`config.mk`:
```
export PLATFORM = sky130hd
export DESIGN_NAME = core_bus_adapter
export DESIGN_NICKNAME = d
export VERILOG_FILES = /design/src/rtl/core_bus_adapter.sv
export SDC_FILE = /design/constraint.sdc
export NUM_CORES = 1
export LEC_CHECK = 0
export ABC_AREA = 1
export BUFFER_PORTS_ARGS = -buffer_cell sky130_fd_sc_hd__buf_2
export CAP_MARGIN = 20
export CORE_UTILIZATION = 30
export CTS_CLUSTER_DIAMETER = 50
export CTS_CLUSTER_SIZE = 40
export DETAILED_ROUTE_END_ITERATION = 10
export PLACE_DENSITY = 0.53
export RECOVER_POWER = 100
export SLEW_MARGIN = 25
export SYNTH_ARGS = -nofsm -noshare
export SYNTH_HDL_FRONTEND = slang
export SYNTH_SLANG_ARGS = --single-unit
```
`constraint.sdc`:
```
create_clock -name clk_core -period 4 [get_ports clk_core]
set_clock_uncertainty 0.15 [all_clocks]
set_input_delay 0.2 -clock clk_core [delete_from_list [all_inputs] [get_ports clk_core]]
set_output_delay 0.2 -clock clk_core [all_outputs]
set_load 0.01 [all_outputs]
```
`src/rtl/core_bus_adapter.sv`:
```
// Arbitrates N_CH core request channels round-robin onto one Wishbone classic master port,
// with an optional bus timeout and a configurable registered delay before the core-side ack.
module core_bus_adapter #(
    parameter int N_CH      = 2,
    parameter int DATA_W    = 32,
    parameter int ADDR_W    = 32,
    parameter int ACK_DELAY = 1,
    parameter int TIMEOUT   = 255
) (
    input  logic                         clk_core,
    input  logic                         rst_core,
    input  logic [N_CH-1:0]              ch_req,
    input  logic [N_CH-1:0]              ch_we,
    input  logic [N_CH*ADDR_W-1:0]       ch_addr,
    input  logic [N_CH*DATA_W-1:0]       ch_wdata,
    input  logic [N_CH*(DATA_W/8)-1:0]   ch_mask,
    output logic [N_CH-1:0]              ch_ack,
    output logic [N_CH-1:0]              ch_err,
    output logic [DATA_W-1:0]            ch_rdata,
    output logic                         wb_cyc,
    output logic                         wb_stb,
    output logic                         wb_we,
    output logic [ADDR_W-1:0]            wb_adr,
    output logic [DATA_W-1:0]            wb_dat_o,
    output logic [DATA_W/8-1:0]          wb_sel,
    input  logic [DATA_W-1:0]            wb_dat_i,
    input  logic                         wb_ack
);

    localparam int              SEL_W    = DATA_W / 8;
    localparam int              GW       = (N_CH > 1) ? $clog2(N_CH) : 1;
    localparam logic [GW-1:0]   LAST_CH  = GW'(N_CH - 1);
    localparam logic [15:0]     TMO_LAST = 16'(TIMEOUT - 1);
    localparam logic [1:0]      DLY      = 2'(ACK_DELAY);

    typedef enum logic [1:0] {IDLE, BUS, RESP} state_t;

    state_t          state, state_nxt;
    logic [GW-1:0]   last_grant, grant_nxt;
    logic            any_req;
    logic            tmo_hit;
    logic            resp_done;
    logic [15:0]     tmo_cnt;
    logic [1:0]      dly_cnt;
    logic            err_flag;
    logic            req_we;
    int              idx;

    // Round-robin search starting just after the last granted channel.
    always_comb begin
        any_req   = 1'b0;
        grant_nxt = last_grant;
        idx       = 0;
        for (int i = 1; i <= N_CH; i++) begin
            idx = (int'(last_grant) + i) % N_CH;
            if (!any_req && ch_req[idx[GW-1:0]]) begin
                any_req   = 1'b1;
                grant_nxt = idx[GW-1:0];
            end
        end
    end

    assign tmo_hit   = (TIMEOUT != 0) && (tmo_cnt == TMO_LAST);
    assign resp_done = (dly_cnt == DLY);

    always_ff @(posedge clk_core or posedge rst_core) begin
        if (rst_core) state <= IDLE;
        else          state <= state_nxt;
    end

    always_comb begin
        state_nxt = state;
        case (state)
            IDLE:    if (any_req) state_nxt = BUS;
            BUS:     if (wb_ack || tmo_hit) state_nxt = RESP;
            RESP:    if (resp_done) state_nxt = IDLE;
            default: state_nxt = IDLE;
        endcase
    end

    // The ack pulse comes from the last RESP cycle, so it is exactly one cycle wide.
    always_comb begin
        wb_cyc = (state == BUS);
        wb_stb = (state == BUS);
        wb_we  = (state == BUS) && req_we;
        ch_ack = '0;
        ch_err = '0;
        if (state == RESP && resp_done) begin
            ch_ack[last_grant] = 1'b1;
            ch_err[last_grant] = err_flag;
        end
    end

    always_ff @(posedge clk_core or posedge rst_core) begin
        if (rst_core) begin
            last_grant <= LAST_CH;
            req_we     <= 1'b0;
            wb_adr     <= '0;
            wb_dat_o   <= '0;
            wb_sel     <= '0;
            ch_rdata   <= '0;
            tmo_cnt    <= '0;
            dly_cnt    <= '0;
            err_flag   <= 1'b0;
        end else begin
            case (state)
                IDLE: begin
                    if (any_req) begin
                        last_grant <= grant_nxt;
                        req_we     <= ch_we[grant_nxt];
                        wb_adr     <= ch_addr[grant_nxt*ADDR_W +: ADDR_W];
                        wb_dat_o   <= ch_wdata[grant_nxt*DATA_W +: DATA_W];
                        wb_sel     <= ch_mask[grant_nxt*SEL_W +: SEL_W];
                        tmo_cnt    <= '0;
                    end
                end
                BUS: begin
                    // A slave ack in the timeout cycle still completes normally.
                    if (wb_ack) begin
                        ch_rdata <= wb_dat_i;
                        err_flag <= 1'b0;
                        dly_cnt  <= '0;
                    end else if (tmo_hit) begin
                        ch_rdata <= '0;
                        err_flag <= 1'b1;
                        dly_cnt  <= '0;
                    end else if (TIMEOUT != 0) begin
                        tmo_cnt <= tmo_cnt + 16'd1;
                    end
                end
                RESP:    dly_cnt <= dly_cnt + 2'd1;
                default: ;
            endcase
        end
    end

endmodule
```
==> results.ini <==
[synth]
netlist.area_leader.share_pct = 49.6
synthesis.nets = 989
synthTopCellsByArea = dfrtp_1 (50%), nand2_1 (17%), o21ai_1 (11%)
synth.avg_cell_area_um2 = 7.62
async_flop_share_pct = 100
synth_edf_count = 0
netlist_instances = 808
ys_seq_elements = 123
synth.most_common_cell = nand2_1
synth_seq_area_share_pct = 50.0
synth_flop_cell = dfrtp_1
syn_area_um2 = 6160
yosys_warnings = 0
synth_cell_type_count = 27
yosys.area.top_type = dfrtp_1
synth_common_cells = nand2_1 (271), o21ai_1 (136), dfrtp_1 (122), inv_1 (95), nand3_1 (46)

[cts]
path_clk_slew_ps = 60
h-tree-depth = 4
worstSkewPairLatency_ps = 410
cts_sinks = 123
clockBufferDepth = 2
tritoncts = built
cts_buffers = 17
cts-root-buf = clkbuf_16
cts.repair.resized = 0

[global_route]
grt_overflow = 0
grt_pass1_vias = 6307
grt_max_degree = 140
grt_usage_pct = 18.1
grt_antenna_before_repair = 2
grt_pass1_wl_um = 30800

[die]
pin_count = 282
core_area_um2 = 20200
die_y_um = 145
std_cell_rows = 52
start_util_pct = 30.5
die_x_um = 145
die_area_um2 = 21100

[routing]
firstDrtPassIters = 5
routed_via_density = 4.32
ant_nets = 0
wirelength_um = 18200
wl_per_cell_um = 12.1
drc = 0
num_vias = 6501
drt_iter0_markers = 357

[worst_setup_path]
endpoint = wb_adr[21]
crit_required_ps = 4130
startpoint = last_grant
r2r_end = wb_adr[21]
cp.arrival_ps = 2840
crit_type = reg2reg
critPathLaunchType = register
r2r-start = last_grant
worst_setup_path_end_kind = register
worstRegToRegCells = 6
rrSetupSlack_ps = 1290
critPathMaxFanout = 83

[finish]
drive_gt1_share_pct = 18.1
final_area_um2 = 9710
nFillCells = 2052
multi_input_area_um2 = 2440
regArea_um2 = 3080
areaGrowthSynthToFinish_pct = 57.7
stdcell_count = 1506
fin_nets = 1404
utilization_pct = 48.1

[power_and_ir_drop]
pwr-share-seq_pct = 33.7
p_clk_share_pct = 24.5
power_leakage_nw = 4.85
peakVddDrop_mv = 0.291
p_int_mw = 3.77
p_sw_share_pct = 39.8
power.switching_mw = 2.49
powerDensity_nw_per_um2 = 645
p_comb_share_pct = 41.8

[placement]
hpwl_um = 12200
io_buffers = 281
placed_area_um2 = 7730
placedCellCount = 1319
place.gp.congestion = 0.757
place_ws_ps = 1580

[sta]
post-route-period-util_pct = 67.8
grt_setup_unrepaired = no
max_slew_margin_pct = 2.33
tightest_slew_ps = 1470
fmaxAchievable_ghz = 0.369
tns_ps = 0
hold_viol = 0
slew_violations = 0
setup-violations-final = 0
fin_crit_ps = 2710
fin_ws_ps = 1290

[flow_run]
drv_cap = 0

[status]
status = finished clean

[min_path]
worstHoldPathType = in2reg

[per-layer routing]
metal  track usage (%)  routed length [um]  vias up
met5                 0                   0        -
met2              30.9                8950      208
met4              5.16                 297        0
met3              5.03                1180       26
met1              22.3                7800     2886
li1                  -                   -     3381
[worst min-delay path by stage]
stage	depth (start not counted)	slack [ps]	to	start
after floorplan	2	170	ch_rdata[0]	wb_dat_i[0]
after global placement	3	250	ch_rdata[12]	wb_dat_i[12]
after detailed placement	3	260	ch_rdata[7]	wb_dat_i[7]
after CTS	5	2	wb_adr[19]	ch_addr[19]
after global routing	5	20	wb_adr[17]	ch_addr[17]
final	5	10	wb_dat_o[12]	ch_wdata[12]
[cell type report]
type / instances / share of cell area (%)
sequential: 123 / 31.7
timing repair buffer: 441 / 29.7
multi-input combinational: 539 / 25.2
clock buffer: 18 / 4.42
inverter: 101 / 3.93
tap: 270 / 3.48
clock inverter: 13 / 1.61
antenna: 1 / 0.0258
[power by group through the flow]
stage	clock network [mW]	logic (mW)	registers (mW)
after floorplan	0	1.47	2.32
after global placement	0	2.53	2.10
after detailed placement	0	2.56	2.10
after CTS	1.58	2.88	2.10
after global routing	1.64	2.98	2.18
final	1.53	2.62	2.11
[critical path, cell delays in order (launching register included)]
cell     delay [ps]
dfstp_1         660
inv_1           120
nand2_1          90
nand3_1          80
nand2_2         970
buf_12          320
o21ai_0         140
[through the flow]
step | total power, mW | hold slack (ps)
after floorplan | 3.79 | 167
after global placement | 4.63 | 252
after detailed placement | 4.66 | 256
after CTS | 6.56 | 2.29
after global routing | 6.80 | 20.9
final | 6.26 | 14.1
[state kept, by name (all words and copies together), names as in the netlist]
signal / count
state: 2
wb_dat_o: 32
req_we: 1
err_flag: 1
tmo_cnt: 16
wb_sel: 4
ch_rdata: 32
dly_cnt: 2
wb_adr: 32
last_grant: 1
[layout by cell type, fill, tap and decap left out, types with 2 or more instances in the layout]
cell type        n
o21bai_1         2
nand2_2          3
clkbuf_1       110
nand3_1         46
buf_2          173
buf_12           2
ha_1             6
clkbuf_16       17
inv_1           96
dfrtp_1        122
bufinv_16        2
or2_2            4
nor3_1           2
inv_2            2
clkinv_1         2
nand2_1        271
clkinv_4         2
a21oi_1          4
nor2_4           2
clkinvlp_4       2
o21ai_0        106
o21ai_1         58
dlygate4sd3_1  155
nand4_1          3
nor2_1          26
inv_6            6
nand3_4          2
[kinds of logic after synthesis]
kind of cell / count (synthesis) / share of synthesized area [%]
buffers and inverters: 146 / 10.4
AOI/OAI and AO/OA: 172 / 14.1
and+or+nand+nor: 361 / 24.2
adders and majority gates: 6 / 1.22
DFF: 123 / 50.0
[repair_timing]
action / in CTS / in global routing
endpoints found under the hold margin: 166 / 0
hold buffers: 155 / 0
setup buffers: 0 / 0
Power figures use the tool's default switching activity.
